## src/rtl/proc_sequencer.sv

```systemverilog
// ----------------------------------------------------------------------------
// proc_sequencer : fetch/decode/execute controller with PC, flags and retire count
// Revision 1.0 - initial release
// ----------------------------------------------------------------------------
`default_nettype none

module proc_sequencer #(
  parameter int AW = 8,
  parameter int CW = 16
) (
  input  logic          clk,
  input  logic          sys_rst,
  input  logic          start,
  output logic          imem_req,
  output logic [AW-1:0] imem_addr,
  input  logic          imem_ack,
  input  logic [31:0]   imem_rdata,
  output logic [31:0]   ir_out,
  output logic          exec_en,
  input  logic [3:0]    flags_in,
  output logic [3:0]    flags_q,
  output logic [AW-1:0] pc,
  output logic          busy,
  output logic          halted,
  output logic [CW-1:0] retired
);

  typedef enum logic [2:0] {
    S_IDLE   = 3'd0,
    S_FETCH  = 3'd1,
    S_DECODE = 3'd2,
    S_EXEC   = 3'd3,
    S_NEXT   = 3'd4,
    S_HALT   = 3'd5
  } state_t;

  state_t        state_q, state_d;
  logic [AW-1:0] pc_q, pc_d;
  logic [31:0]   ir_q, ir_d;
  logic [3:0]    flags_d;
  logic [CW-1:0] retired_q, retired_d;

  logic [4:0]    opcode;
  logic [AW-1:0] target;
  logic [AW-1:0] pc_inc;
  logic          is_alu;
  logic          is_halt;
  logic          take_jump;
  logic          f_sign, f_zero, f_ovf, f_carry;

  assign opcode  = ir_q[31:27];
  assign target  = ir_q[AW-1:0];
  assign pc_inc  = pc_q + AW'(1);
  assign is_alu  = (opcode <= 5'd11);
  assign is_halt = (opcode == 5'b10101);
  assign {f_sign, f_zero, f_ovf, f_carry} = flags_q;

  // Branch resolution always uses the flags of the most recent ALU commit.
  always_comb begin
    take_jump = 1'b0;
    case (opcode)
      5'b01100: take_jump = 1'b1;
      5'b01101: take_jump = f_carry;
      5'b01110: take_jump = ~f_carry;
      5'b01111: take_jump = f_sign;
      5'b10000: take_jump = ~f_sign;
      5'b10001: take_jump = f_zero;
      5'b10010: take_jump = ~f_zero;
      5'b10011: take_jump = f_ovf;
      5'b10100: take_jump = ~f_ovf;
      default:  take_jump = 1'b0;
    endcase
  end

  always_comb begin
    state_d   = state_q;
    pc_d      = pc_q;
    ir_d      = ir_q;
    flags_d   = flags_q;
    retired_d = retired_q;
    case (state_q)
      S_IDLE, S_HALT: begin
        if (start) begin
          state_d   = S_FETCH;
          pc_d      = '0;
          retired_d = '0;
          flags_d   = '0;
        end
      end
      S_FETCH: begin
        if (imem_ack) begin
          ir_d    = imem_rdata;
          state_d = S_DECODE;
        end
      end
      S_DECODE: state_d = is_alu ? S_EXEC : S_NEXT;
      S_EXEC: begin
        flags_d = flags_in;
        state_d = S_NEXT;
      end
      S_NEXT: begin
        retired_d = retired_q + CW'(1);
        if (is_halt) begin
          state_d = S_HALT;
        end else begin
          state_d = S_FETCH;
          pc_d    = take_jump ? target : pc_inc;
        end
      end
      default: state_d = S_IDLE;
    endcase
  end

  always_ff @(posedge clk or posedge sys_rst) begin
    if (sys_rst) begin
      state_q   <= S_IDLE;
      pc_q      <= '0;
      ir_q      <= '0;
      flags_q   <= '0;
      retired_q <= '0;
    end else begin
      state_q   <= state_d;
      pc_q      <= pc_d;
      ir_q      <= ir_d;
      flags_q   <= flags_d;
      retired_q <= retired_d;
    end
  end

  // Strobes decode straight from state so an async reset clears them at once.
  assign imem_req  = (state_q == S_FETCH);
  assign imem_addr = pc_q;
  assign ir_out    = ir_q;
  assign exec_en   = (state_q == S_EXEC);
  assign pc        = pc_q;
  assign busy      = (state_q == S_FETCH) || (state_q == S_DECODE) ||
                     (state_q == S_EXEC)  || (state_q == S_NEXT);
  assign halted    = (state_q == S_HALT);
  assign retired   = retired_q;

endmodule

`default_nettype wire
```

## config.mk

```make
export PLATFORM = sky130hd
export DESIGN_NAME = proc_sequencer
export DESIGN_NICKNAME = d
export VERILOG_FILES = /design/src/rtl/proc_sequencer.sv
export SDC_FILE = /design/constraint.sdc
export NUM_CORES = 1
export LEC_CHECK = 0
export CORE_UTILIZATION = 45
export DETAILED_ROUTE_END_ITERATION = 8
export HOLD_SLACK_MARGIN = 0.06
export PLACE_DENSITY = 0.81
export SLEW_MARGIN = 20
export SYNTH_ARGS = -nofsm -noshare
export SYNTH_HDL_FRONTEND = slang
export SYNTH_SLANG_ARGS = --single-unit
```

## constraint.sdc

```tcl
create_clock -name clk -period 2.25 [get_ports clk]
set_input_delay 0.225 -clock clk [delete_from_list [all_inputs] [get_ports clk]]
set_output_delay 0.225 -clock clk [all_outputs]
set_load 0.01 [all_outputs]
```

==> results.txt, run 1 <==
outcome: finished with violations
failing checks: design-rule violations
relative slew slack: 56.81%
number of DRC markers in iteration 0: 173
Hold/Removal Path Class: in2async
Layout area overhead: 43.92%
Initial Util: 47.60%
layout cells sized above 1: 16.13%
initial antenna violation count: 0
Clock Path Buffers: 2
RSZ-0062 raised after global routing: false
vias per cell: 5.498
crit end category: output pin
fraction of registers with async set/reset: 100.0%
Clk Latency, worst-skew pair: 340 ps
R2R cell count: 5
CTS tree: yes
Slew @ Worst Pin: 647.8 ps
Leak: 1.827 nW
worst-path fanout max: 12
clk_skew: 3.577 ps
Overflow after GRT: 0
top_reg_cell synth: dfrtp_1
syn nets: 331
core area: 6459 sq um
die area: 7166 sq um
Mapped Cells: 289
Port Buffer Count: 111
DRT Wirelength: 7.640 mm
I/O pin count: 112
drt first pass iters: 9
max-slew violations: 0
max cap viols: 0
first-pass GRT wire length: 12.21 mm
sequential fraction of the synthesis area: 51.28%
vias in the first global route: 2,511
Critical Path RT: 2030 ps
CTS Buf Count: 9
# nets final: 440
CP Depth: 4
worst path buffer plus inverter count: 2
Seq cells post-synth: 63
DP HPWL: 5.415 mm
total negative setup slack: 0 ps
CP arrival: 1890 ps
Syn Area/Cell: 10.64 sq um
Total GRT Usage: 21.85%
post-synth top area cell: dfrtp_1
Fin. Hold Viols: 0
Root Buffer: clkbuf_8
fin crit share: 94.02%
Final ANT Viol Nets: 0
# diodes: 0
WL/cell: 15.92 um
Via Count: 2,639
H-tree depth: 3
DRC violations left: 1
Worst path max stage delay: 580 ps
Worst path top cell family by delay: buffers and inverters
VDD IR max: 769.0 uV
final worst setup slack: 134.6 ps
synthesized area: 3074 sq um
Setup-failing EPs final: 0
Fmax achieved: 0.4727 GHz
warnings from Yosys: 0
proportion of netlist area held by the largest area contributor: 51.28%
Worst Setup Start Kind: register
pre-CTS setup slack: 343.9 ps
Die Height: 84.66 um
largest net degree at the start of global routing: 64
setup bufs post-CTS: 0
Fill cells: 502
final std cells w/o fill: 480
crit path kind: reg2out
Rows: 29
minimum clock period: 2115 ps
CP max-delay cell: clkdlybuf4s50_1
Netlist cell types: 44
die width: 84.66 um
pwr dens: 1242 nW/um^2
Clock Sinks: 63
Post-synth EDFFs: 0
dpl cells: 464
CP cell instances: nor2b_2 > nand2_1 > inv_1 > clkdlybuf4s50_1
routability cong.: 0.8264
clk slew on worst S/H paths: 70 ps
Synth area leaders: dfrtp_1 51%, mux2_2 11%, nand2_1 4.8%
-- metrics by stage --
stage	hold WS [ps]	instance area (sq um)	utilization [%]	power, mW
after floorplan	330.4	3074	-	3.338
after global placement	481.6	4243	65.69	4.556
after detailed placement	494.9	4243	65.69	4.619
after CTS	301.6	4420	68.44	5.521
after global routing	315.7	4424	68.50	5.802
final	282.4	4424	68.50	5.495
-- registers in the layout, indices dropped and copies added, names as in the netlist --
register / flops
retired: 16
imem_addr: 8
state_q: 3
flags_q: 4
ir_out: 32
-- placed cells by master (no fill, tap or decap), types with 2 or more instances in the layout --
master           instances
clkdlybuf4s50_1        111
dfrtp_1                 61
nand2_1                 39
mux2_2                  31
o21ai_0                 21
nand3_1                 15
clkbuf_8                11
nor2_1                  10
mux2i_1                  9
inv_1                    8
a21oi_1                  8
nor3b_1                  5
nand4_1                  5
nor3_1                   5
and3_1                   4
a211o_1                  4
buf_4                    4
or2_2                    3
o21bai_1                 3
nand3b_1                 2
xnor2_1                  2
nor4b_1                  2
o2bb2ai_1                2
o22ai_1                  2
a32oi_1                  2
o211ai_1                 2
o31ai_1                  2
ha_1                     2
clkbuf_1                 2
clkinv_2                 2
buf_12                   2
dfrtp_2                  2
-- power by group --
group	leakage (nW)	total (mW)	internal, mW	switching, mW
clock network	0.0894	0.887	0.457	0.430
registers	0.800	1.99	1.55	0.441
logic	0.937	2.62	1.53	1.09
total	1.83	5.49	3.53	1.96
-- synthesized netlist by cell type (all sizes together), types with 2 or more instances --
cell type,number
a32oi,2
o31ai,2
nand3b,2
o21ai,21
buf,14
nand2,39
nor2,11
mux2i,9
xnor2,2
nand4,5
inv,9
nor4b,2
nor2b,2
o22ai,2
mux2,32
nor3b,5
nor3,5
nand3,15
a211o,4
and3,4
o21bai,3
dfrtp,63
or2,3
a21oi,8
o211ai,3
o2bb2ai,2
ha,2
clkbuf,5
-- cells by family (layout without fill, tap and decap cells) --
family | count (synthesis) | count (layout) | share of synthesized area [%]
and+or+nand+nor | 98 | 98 | 15.95
muxes | 41 | 41 | 14.77
buffers and inverters | 28 | 142 | 4.721
adders and majority gates | 2 | 2 | 0.8139
xor gates and xnor gates | 2 | 2 | 0.5699
DFF | 63 | 63 | 51.28
AOI/OAI and AO/OA | 55 | 55 | 11.88
-- worst min-delay path, delay by kind of cell --
family / cells / cell delay, ps
buf+inv: 3 / 800
-- final timing paths --
check	start	slack, ps	endpoint
max	state_q[1]	130	exec_en
min	sys_rst	280	ir_out[12]
max reg2reg	ir_out[29]	330	imem_addr[4]
min reg2reg	ir_out[15]	500	ir_out[15]
max in group asynchronous	sys_rst	1690	state_q[2]
min in group clk	flags_in[3]	410	flags_q[3]
-- routing by layer --
layer | GRT usage (%) | wire length, um | vias up
li1 | - | - | 1253
met1 | 28.13 | 3285 | 1271
met2 | 34.44 | 3704 | 102
met3 | 5.703 | 530 | 13
met4 | 10.63 | 121 | 0
met5 | 0 | 0 | -
-- what timing repair did --
item | CTS | global route
gates cloned | 0 | 0
gates resized for setup | 1 | 2
hold buffers | 0 | 0
endpoints found under the setup margin | 1 | 1
-- area by class of cell --
cell class	count	area, sq um	area share [%]
well taps	77	96.34	2.178
multi-input cells	198	1358	30.68
inverters	9	33.78	0.7636
repair buffers	117	1181	26.70
clock buffers	13	158.9	3.592
flip-flops and latches	63	1579	35.69
clock inverters	3	17.52	0.3959
Note: power is estimated with default switching activity, not from simulation.
==> run 2, diff against run 1 <==
- CAP_MARGIN: not set -> 30
==> results of run 2 <==
Final layout, timing and power as in run 1 (identical DEF).
